**config.mk**
```make
export PLATFORM = sky130hd
export DESIGN_NAME = rom_dl_packer
export DESIGN_NICKNAME = d
export VERILOG_FILES = /design/src/rtl/rom_dl_pkg.sv /design/src/rtl/rom_dl_fifo.sv /design/src/rtl/rom_dl_packer.sv
export SDC_FILE = /design/constraint.sdc
export NUM_CORES = 1
export LEC_CHECK = 0
export CAP_MARGIN = 20
export CORE_MARGIN = 2
export CORE_UTILIZATION = 48
export DETAILED_ROUTE_END_ITERATION = 10
export DONT_BUFFER_PORTS = 1
export PLACE_DENSITY = 0.65
export REMOVE_ABC_BUFFERS = 1
export SLEW_MARGIN = 10
export SYNTH_ARGS = -nofsm -noshare
export SYNTH_HDL_FRONTEND = slang
export SYNTH_SLANG_ARGS = --single-unit
```
**constraint.sdc**
```tcl
create_clock -name clk_sys -period 2.5 [get_ports clk_sys]
set_input_delay 0.75 -clock clk_sys [delete_from_list [all_inputs] [get_ports clk_sys]]
set_output_delay 0.75 -clock clk_sys [all_outputs]
set_load 0.02 [all_outputs]
```
**src/rtl/rom_dl_pkg.sv**
```systemverilog
// Shared types and constants for the ROM download packer.
package rom_dl_pkg;

    localparam int unsigned DL_AW             = 23;
    localparam logic [7:0]  ROM_INDEX_DEFAULT = 8'd0;

    localparam logic [1:0] DS_LO   = 2'b01;
    localparam logic [1:0] DS_HI   = 2'b10;
    localparam logic [1:0] DS_BOTH = 2'b11;

    typedef struct packed {
        logic [DL_AW-1:0] addr;
        logic [1:0]       ds;
        logic [15:0]      data;
    } dl_word_t;

    typedef enum logic {
        S_IDLE = 1'b0,
        S_WAIT = 1'b1
    } issue_state_e;

endpackage

```
**src/rtl/rom_dl_fifo.sv**
```systemverilog
// Small synchronous show-ahead FIFO; pushes into a full FIFO are ignored.
module rom_dl_fifo #(
    parameter int unsigned DEPTH = 4,
    parameter int unsigned WIDTH = 8
) (
    input  logic             clk,
    input  logic             rst_n,
    input  logic             push,
    input  logic [WIDTH-1:0] wr_data,
    input  logic             pop,
    output logic [WIDTH-1:0] rd_data,
    output logic             full,
    output logic             empty
);

    localparam int unsigned PW = $clog2(DEPTH);

    logic [WIDTH-1:0] mem [DEPTH];
    logic [PW:0]      wptr_q;
    logic [PW:0]      rptr_q;
    logic             do_push;
    logic             do_pop;

    // Extra pointer bit distinguishes full from empty.
    assign empty   = (wptr_q == rptr_q);
    assign full    = (wptr_q[PW] != rptr_q[PW]) && (wptr_q[PW-1:0] == rptr_q[PW-1:0]);
    assign do_push = push && !full;
    assign do_pop  = pop && !empty;
    assign rd_data = mem[rptr_q[PW-1:0]];

    always_ff @(posedge clk or negedge rst_n) begin
        if (!rst_n) begin
            wptr_q <= '0;
            rptr_q <= '0;
        end else begin
            if (do_push) wptr_q <= wptr_q + (PW+1)'(1);
            if (do_pop)  rptr_q <= rptr_q + (PW+1)'(1);
        end
    end

    always_ff @(posedge clk) begin
        if (do_push) mem[wptr_q[PW-1:0]] <= wr_data;
    end

endmodule

```
**src/rtl/rom_dl_packer.sv**
```systemverilog
// Packs ioctl ROM download bytes into 16-bit SDRAM words and issues them
// over the toggle req/ack port; raises rom_loaded once everything is written.
module rom_dl_packer
    import rom_dl_pkg::*;
#(
    parameter logic [7:0]  ROM_INDEX  = ROM_INDEX_DEFAULT,
    parameter int unsigned FIFO_DEPTH = 4,
    parameter int unsigned AW         = DL_AW
) (
    input  logic          clk_sys,
    input  logic          reset_n,
    input  logic          ioctl_download,
    input  logic [7:0]    ioctl_index,
    input  logic          ioctl_wr,
    input  logic [24:0]   ioctl_addr,
    input  logic [7:0]    ioctl_dout,
    output logic          port_req,
    input  logic          port_ack,
    output logic [AW-1:0] port_a,
    output logic [1:0]    port_ds,
    output logic [15:0]   port_d,
    output logic          port_we,
    output logic          rom_init,
    output logic          rom_loaded,
    output logic          overflow
);

    localparam int unsigned WW = $bits(dl_word_t);

    logic             wr_q;
    logic             rom_init_q;
    logic             stb_q;
    logic             stb_odd_q;
    logic [DL_AW-1:0] stb_waddr_q;
    logic [7:0]       stb_data_q;
    logic             rom_init_rise;
    logic             rom_init_fall;
    logic             dl_done_q;

    logic             pair_open_q, pair_open_d;
    dl_word_t         pair_q, pair_d;
    logic             pend_q, pend_d;
    dl_word_t         pend_word_q, pend_word_d;
    logic             flush_q, flush_d;
    logic             push;
    dl_word_t         push_word;

    logic             fifo_full;
    logic             fifo_empty;
    logic             pop;
    logic [WW-1:0]    fifo_rd;
    dl_word_t         rd_word;
    issue_state_e     state_q, state_d;

    logic             unused_addr_hi;

    assign unused_addr_hi = ^ioctl_addr[24:AW+1];

    assign rom_init      = ioctl_download && (ioctl_index == ROM_INDEX);
    assign rom_init_rise = rom_init && !rom_init_q;
    assign rom_init_fall = !rom_init && rom_init_q;
    assign rd_word       = dl_word_t'(fifo_rd);
    assign port_we       = rom_init || !fifo_empty || pair_open_q || (state_q == S_WAIT);

    // Byte strobe edge detect and capture of the byte being accepted.
    always_ff @(posedge clk_sys or negedge reset_n) begin
        if (!reset_n) begin
            wr_q        <= 1'b0;
            rom_init_q  <= 1'b0;
            stb_q       <= 1'b0;
            stb_odd_q   <= 1'b0;
            stb_waddr_q <= '0;
            stb_data_q  <= '0;
            dl_done_q   <= 1'b0;
        end else begin
            wr_q        <= ioctl_wr;
            rom_init_q  <= rom_init;
            stb_q       <= ioctl_wr && !wr_q && rom_init;
            stb_odd_q   <= ioctl_addr[0];
            stb_waddr_q <= DL_AW'(ioctl_addr[AW:1]);
            stb_data_q  <= ioctl_dout;
            if (rom_init_fall)      dl_done_q <= 1'b1;
            else if (rom_init_rise) dl_done_q <= 1'b0;
        end
    end

    // Pairing: at most one FIFO push per cycle; a deferred push covers the
    // case where an odd byte must follow out the pair it could not join.
    always_comb begin
        pair_open_d = pair_open_q;
        pair_d      = pair_q;
        pend_d      = 1'b0;
        pend_word_d = pend_word_q;
        flush_d     = flush_q;
        push        = 1'b0;
        push_word   = pair_q;

        if (pend_q) begin
            push      = 1'b1;
            push_word = pend_word_q;
        end else if (stb_q) begin
            if (!stb_odd_q) begin
                push        = pair_open_q;
                pair_open_d = 1'b1;
                pair_d      = '{addr: stb_waddr_q, ds: DS_LO, data: {8'h00, stb_data_q}};
            end else if (pair_open_q && (pair_q.addr == stb_waddr_q)) begin
                push        = 1'b1;
                push_word   = '{addr: stb_waddr_q, ds: DS_BOTH, data: {stb_data_q, pair_q.data[7:0]}};
                pair_open_d = 1'b0;
            end else if (pair_open_q) begin
                push        = 1'b1;
                pend_d      = 1'b1;
                pend_word_d = '{addr: stb_waddr_q, ds: DS_HI, data: {stb_data_q, 8'h00}};
                pair_open_d = 1'b0;
            end else begin
                push      = 1'b1;
                push_word = '{addr: stb_waddr_q, ds: DS_HI, data: {stb_data_q, 8'h00}};
            end
        end else if (flush_q) begin
            push        = pair_open_q;
            pair_open_d = 1'b0;
            flush_d     = 1'b0;
        end

        if (rom_init_fall) flush_d = 1'b1;
    end

    always_ff @(posedge clk_sys or negedge reset_n) begin
        if (!reset_n) begin
            pair_open_q <= 1'b0;
            pair_q      <= '0;
            pend_q      <= 1'b0;
            pend_word_q <= '0;
            flush_q     <= 1'b0;
        end else begin
            pair_open_q <= pair_open_d;
            pair_q      <= pair_d;
            pend_q      <= pend_d;
            pend_word_q <= pend_word_d;
            flush_q     <= flush_d;
        end
    end

    rom_dl_fifo #(
        .DEPTH (FIFO_DEPTH),
        .WIDTH (WW)
    ) u_fifo (
        .clk     (clk_sys),
        .rst_n   (reset_n),
        .push    (push),
        .wr_data (push_word),
        .pop     (pop),
        .rd_data (fifo_rd),
        .full    (fifo_full),
        .empty   (fifo_empty)
    );

    // Issue FSM next-state logic.
    always_comb begin
        state_d = state_q;
        pop     = 1'b0;
        case (state_q)
            S_IDLE: begin
                if (!fifo_empty) begin
                    pop     = 1'b1;
                    state_d = S_WAIT;
                end
            end
            S_WAIT: begin
                if (port_ack == port_req) state_d = S_IDLE;
            end
            default: state_d = S_IDLE;
        endcase
    end

    always_ff @(posedge clk_sys or negedge reset_n) begin
        if (!reset_n) state_q <= S_IDLE;
        else          state_q <= state_d;
    end

    // SDRAM port registers and sticky status flags.
    always_ff @(posedge clk_sys or negedge reset_n) begin
        if (!reset_n) begin
            port_req   <= 1'b0;
            port_a     <= '0;
            port_ds    <= '0;
            port_d     <= '0;
            rom_loaded <= 1'b0;
            overflow   <= 1'b0;
        end else begin
            if (pop) begin
                port_a   <= AW'(rd_word.addr);
                port_ds  <= rd_word.ds;
                port_d   <= rd_word.data;
                port_req <= !port_req;
            end
            if (push && fifo_full) overflow <= 1'b1;
            else if (rom_init_rise) overflow <= 1'b0;
            if (dl_done_q && !rom_init && !flush_q && !pend_q && !stb_q && !pair_open_q &&
                fifo_empty && (state_q == S_IDLE) && (port_ack == port_req))
                rom_loaded <= 1'b1;
        end
    end

endmodule

```
; After elaboration in Yosys (flattened, before gate mapping)
; Memories as Yosys holds them, arrays and structs flattened. A register that Yosys moved wholly into a read port is not among the register bits.
; Cells that the tools add are included.
[word_totals]
register_bits = 113
ram_bits = 164
input_bits = 46
output_inout_bits = 46
word_cells = 105
n_memories = 1
[op_classes]
n_addsub = 2
eq_ne = 7
mux = 29
bitwise = 4
n_reduce_logical = 40
[mem_list]
columns = name, words, width, rd, rd_ports_with_merged_regs, wr, line
row1 = u_fifo.mem, 4, 41, 1, 1, 1, rom_dl_fifo.sv:18  ; logic [WIDTH-1:0] mem [DEPTH];
[op_table]
columns = cell, count
row1 = 41-bit 2-to-1 mux, 5
row2 = 23-bit == test, 1
row3 = 1-bit 2-to-1 mux, 23
row4 = 1-bit logical AND, 18
row5 = 1-bit zero test, 11
row6 = 8-bit zero test, 1
row7 = 3-bit by 1-bit adder with 3-bit output (second input constant), 2
row8 = 2-bit nonzero test, 3
row9 = 5-bit AND reduction, 1
row10 = 1-bit NOT, 4
row11 = 2-bit AND reduction, 2
row12 = 3-bit == test, 1
row13 = 1-bit logical OR, 3
row14 = 3-bit AND reduction, 1
row15 = 2-bit == test, 1
row16 = 2-bit by 1-bit != test with 1-bit output (second input constant), 1
row17 = 2-bit != test (second input constant), 1
row18 = 1-bit case mux with 2 select lines, 1
row19 = 1-bit == test, 1
row20 = 1-bit != test, 1

; Depth between registers and ports, before layout
[depth]
depth_word = 11
ltp_mapped = 7

; Hierarchy
; Synthesis repeated with hierarchy kept, for this count alone.
[hier_totals]
cells_unflattened = 743
area_unflattened_um2 = 12782.3
[by_module_without_submodules]
columns = module, instances, cells_per_inst, area_each_um2, seq_area_each_um2
row1 = rom_dl_fifo, 1, 263, 6428.7, 5074.9
row2 = rom_dl_packer, 1, 480, 6353.6, 3703.6

; Worst setup path after synthesis
; OpenSTA, ideal clock, no wires.
[synth_timing]
path_type = register to register
startpoint = reg u_fifo.rptr_q[1]
endpoint = mem u_fifo.mem[3][0] (netlist name) (enable)
arrival_time_ns = 2.231
required_ns = 2.096
path_slack_ns = -0.135
stages_incl_launch_ff = 6
path_buffers = 1
synth_period_minus_slack_ns = 2.635
cell_sequence = dfrtp_1 > clkbuf_1 > xor2_1 > nor2_1 > a21oi_1 > and2_1
[synth_via]
elab_chain_len = 6
[synth_lines]
columns = element, line
row1 = from (decl), rom_dl_fifo.sv:20  ; logic [PW:0] rptr_q;
row2 = from (signal assigned), rom_dl_fifo.sv:37  ; if (do_pop) rptr_q <= rptr_q + (PW+1)'(1);
row3 = 2-bit == test, rom_dl_fifo.sv:26  ; assign full = (wptr_q[PW] != rptr_q[PW]) && (wptr_q[PW-1:0] == rptr_q[PW-1:0]);
row4 = 1-bit logical AND, rom_dl_fifo.sv:26
row5 = 1-bit zero test, rom_dl_fifo.sv:27  ; assign do_push = push && !full;
row6 = 1-bit logical AND, rom_dl_fifo.sv:27
row7 = 1-bit 2-to-1 mux, rom_dl_fifo.sv:42  ; if (do_push) mem[wptr_q[PW-1:0]] <= wr_data;
row8 = 1-bit 2-to-1 mux (not written as such), rom_dl_fifo.sv:42
row9 = to (decl), rom_dl_fifo.sv:18
; Every way passes these cells.

; Final worst setup path
[layout_timing]
startpoint = reg u_fifo.wptr_q[2]
endpoint = out port_we
[layout_via]
elab_chain_len = 5
[layout_lines]
columns = element, line
row1 = from (decl), rom_dl_fifo.sv:19  ; logic [PW:0] wptr_q;
row2 = from (signal assigned), rom_dl_fifo.sv:36  ; if (do_push) wptr_q <= wptr_q + (PW+1)'(1);
row3 = 3-bit == test, rom_dl_fifo.sv:25  ; assign empty = (wptr_q == rptr_q);
row4 = 1-bit zero test, rom_dl_packer.sv:63  ; assign port_we = rom_init || !fifo_empty || pair_open_q || (state_q == S_WAIT);
row5 = 1-bit logical OR (3 in series), rom_dl_packer.sv:63
row6 = to (decl), rom_dl_packer.sv:22  ; output logic port_we,
; Every way passes these cells.

==> flow_metrics.py <==
metrics = {
    "placed_design": {
        "io_buffers": 0,
        "place_congestion": 0.706,
        "placedCellCount": 1042,
        "placed_cell_area_sq_um": 13000,
        "hpwlAfterDp_mm": 13.9,
    },
    "sta": {
        "worst_hold_slack_ns": -0.0467,
        "slew_violations": 0,
        "tightest_slew_ns": 0.689,
        "fmax_ghz": 0.418,
        "finalHoldViolCount": 154,
        "fin_crit_sh_pct": 95.7,
        "setup_viol": 0,
        "finalSetupTns_ns": 0,
        "fin_crit_ns": 2.39,
        "rsz0062_at_grt": "no",
        "skew_ns": 0.0133,
        "slew_headroom_pct": 54.1,
    },
    "routing": {
        "dr.first_iter.drc_count": 296,
        "wirelength_mm": 24.1,
        "vias": 6270,
        "avgViaCountPerCell": 5.67,
        "drc": 0,
        "ant_nets": 0,
        "firstDrtPassIters": 6,
        "wire_per_inst_um": 21.8,
    },
    "floorplan": {
        "io_pins": 92,
        "die-area_sq_um": 27300,
        "die_h_um": 165,
        "start_util_pct": 48.4,
        "die_x_um": 165,
        "rows": 59,
        "core_sq_um": 25800,
    },
    "setup_path": {
        "critPathKind": "flip-flop to primary output",
        "worstPathRequired_ns": 1.75,
        "crit_arrival_ns": 1.64,
        "critPathLaunchType": "flip-flop",
        "cp_max_fo": 3,
        "cp-end-kind": "primary output",
    },
    "synthesis": {
        "synth.distinct_cells": 39,
        "synth_edf_count": 164,
        "syn-cell-area_sq_um": 12500,
        "synth_largest_area_cell": "edfxtp_1",
        "yosysWarnings": 0,
        "synth.avg_cell_area_sq_um": 17.2,
        "yosysTopAreaCellShare_pct": 39.4,
        "syn_inst": 726,
        "ys_async_sr_fraction_pct": 48.4,
        "seq_area_frac_synth_pct": 70.3,
        "synth_ff_type": "edfxtp_1",
        "ys_ff_latch": 318,
        "synth.area.top_cells": "edfxtp_1 39%, dfrtp_1 31%, mux2_1 8.3%, mux4_2 7.4%, nand2_1 2.1%",
    },
    "cts": {
        "clkTransAtPathRegs_ns": 0.06,
        "cts_buffer_depth": 3,
        "numCtsBuffers": 35,
        "cts.sinks": 318,
        "htree_levels": 2,
        "clock_latency_ns": 0.50,
        "postCtsSetupBuffers": 0,
        "cts_tree": "yes",
        "root_buffer": "clkbuf_16",
    },
    "layout": {
        "stdcell_count": 1106,
        "n_fill_cell": 2013,
        "drive_above_1_share_pct": 19.0,
        "area_delta_synth_final_pct": 13.5,
        "final_util_pct": 54.9,
        "fin_area_sq_um": 14200,
        "nNetsFinal": 797,
    },
    "power_and_ir_drop": {
        "p_switching_mw": 3.54,
        "ir_drop_mv": 0.614,
        "power_frac_seq_pct": 49.0,
        "p_comb_share_pct": 12.9,
        "p_per_area_nw_per_um2": 959,
        "p_int_mw": 10.1,
        "p_clk_share_pct": 38.2,
        "swShare_pct": 26.0,
        "p_leak_nw": 5.38,
    },
    "global_routing": {
        "grt_antenna_before_repair": 2,
        "grt_usage_pct": 18.5,
        "grt_max_degree": 155,
        "overflow": 0,
        "grt_pass1_wl_mm": 37.9,
        "grt_pass1_vias": 6764,
    },
    "min_path": {
        "hold_path.class": "input pin to asynchronous set/reset pin",
    },
    "job": {
        "cap_violations": 0,
    },
    "status": {
        "violations": "negative hold slack",
        "status": "complete, but fails checks",
    },
}
-- worst max-delay path, cell delays in order, from the launching register on --
cell	delay (ns)
dfrtp_1	0.40
xor2_1	0.22
nor3_4	0.31
nand3_2	0.21
-- final cells by class --
type / instances / area, sq um / share of cell area [%]
inverters: 6 / 22.5 / 0.159
clock buffers: 52 / 1020 / 7.21
diodes: 1 / 2.50 / 0.0176
multi-input cells: 360 / 3540 / 25.0
repair buffers: 23 / 235 / 1.66
well taps: 335 / 419 / 2.95
clock inverters: 11 / 159 / 1.12
flip-flops and latches: 318 / 8780 / 61.9
-- cell usage in the layout (no fill, tap or decap), drive strengths merged --
cell type / instances
o2111a: 1
o21bai: 1
o211ai: 23
dfrtp: 154
nand2: 69
o211a: 1
nor3: 4
clkinvlp: 2
mux4: 41
inv: 6
xor2: 29
nand2b: 3
nor4: 6
or2: 2
nor2: 4
clkinv: 5
and3: 8
nand4: 1
nor3b: 2
buf: 23
diode: 1
clkbuf: 52
mux2i: 1
o21a: 2
and2: 5
nor4b: 1
bufinv: 4
a21oi: 2
o21ai: 12
o22ai: 1
nand3: 2
xnor2: 3
mux2: 105
edfxtp: 164
nand4b: 1
ha: 7
o2111ai: 23
-- path summary, 6_finish.rpt --
check | from | end | slack, ns | cells past startpoint
worst max-delay path | u_fifo.wptr_q[2]$_DFFE_PN0P_ | port_we | 0.11 | 3
min in group clk_sys | ioctl_dout[4] | stb_data_q[4]$_DFF_PN0_ | 0.27 | 0
worst max register to register | stb_waddr_q[21]$_DFF_PN0_ | pend_word_q[30]$_DFFE_PN0P_ | 0.18 | 6
worst min-delay path | reset_n | pend_word_q[35]$_DFFE_PN0P_ | -0.05 | 0
max in group asynchronous | reset_n | u_fifo.rptr_q[0]$_DFFE_PN0P_ | 2.34 | 0
worst min register to register | wr_q$_DFF_PN0_ | stb_q$_DFF_PN0_ | 0.40 | 1
-- registers in the layout, indices dropped and copies added (netlist names) --
| signal | count |
|---|---|
| dl_done_q | 1 |
| flush_q | 1 |
| overflow | 1 |
| pair_open_q | 1 |
| pair_q | 32 |
| pend_q | 1 |
| pend_word_q | 32 |
| port_a | 23 |
| port_d | 16 |
| port_ds | 2 |
| port_req | 1 |
| rom_init_q | 1 |
| rom_loaded | 1 |
| state_q | 1 |
| stb_data_q | 8 |
| stb_odd_q | 1 |
| stb_q | 1 |
| stb_waddr_q | 23 |
| u_fifo.mem | 164 |
| u_fifo.rptr_q | 3 |
| u_fifo.wptr_q | 3 |
| wr_q | 1 |
-- logic make-up (layout without fill, tap and decap cells) --
family / count (synthesis) / count (layout) / share of synthesized area (%)
flip-flops: 318 / 318 / 70.3
multiplexers: 147 / 147 / 16.9
AND/OR/NAND/NOR: 108 / 108 / 4.22
AO/OA/AOI/OAI: 66 / 66 / 3.96
buffers and inverters: 48 / 92 / 1.68
XOR/XNOR: 32 / 32 / 2.24
adder cells (fa/ha/maj): 7 / 7 / 0.701
other: 0 / 1 / 0
-- stage by stage --
step | setup WS (ns) | hold slack (ns) | total power, mW
6_report | 0.107 | -0.0467 | 13.6
5_1_grt | 0.0158 | -0.0760 | 14.2
4_1_cts | 0.000368 | -0.0759 | 13.8
3_5_place_dp | 0.156 | 0.390 | 8.57
3_3_place_gp | 0.190 | 0.395 | 8.51
2_1_floorplan | -1.41 | 0.382 | 8.04
-- power groups by stage --
stage | logic, mW | clock network [mW] | registers (mW)
final | 1.75 | 5.19 | 6.66
after global routing | 1.95 | 5.53 | 6.73
after CTS | 1.81 | 5.32 | 6.68
after detailed placement | 1.79 | 0 | 6.78
after global placement | 1.75 | 0 | 6.76
after floorplan | 1.15 | 0 | 6.88
-- metal layers --
| layer | vias to the layer above | GRT usage (%) | share of wire, % |
|---|---|---|---|
| met5 | - | 0 | 0 |
| met4 | 0 | 6.43 | 2.6 |
| met3 | 53 | 3.97 | 4.8 |
| met2 | 136 | 32.9 | 52 |
| met1 | 3275 | 22.5 | 40 |
| li1 | 2806 | - | - |
-- Yosys cell counts, drive strengths merged (2+ instances only) --
| cell | instances |
|---|---|
| or2 | 2 |
| o21a | 2 |
| nor4 | 6 |
| nor2 | 4 |
| xnor2 | 3 |
| o21ai | 12 |
| clkbuf | 28 |
| ha | 7 |
| dfrtp | 154 |
| o211ai | 23 |
| and2 | 5 |
| inv | 6 |
| nand3 | 2 |
| nand2 | 69 |
| and3 | 8 |
| buf | 14 |
| mux4 | 41 |
| nor3 | 4 |
| a21oi | 2 |
| edfxtp | 164 |
| xor2 | 29 |
| mux2 | 105 |
| nor3b | 2 |
| o2111ai | 23 |
| nand2b | 3 |
-- timing repair --
item | CTS | global route
cloned | 0 | 0
gates resized for setup | 2 | 2
setup endpoints to repair | 1 | 35
hold endpoints to repair | 154 | 154
Power figures use the tool's default switching activity.
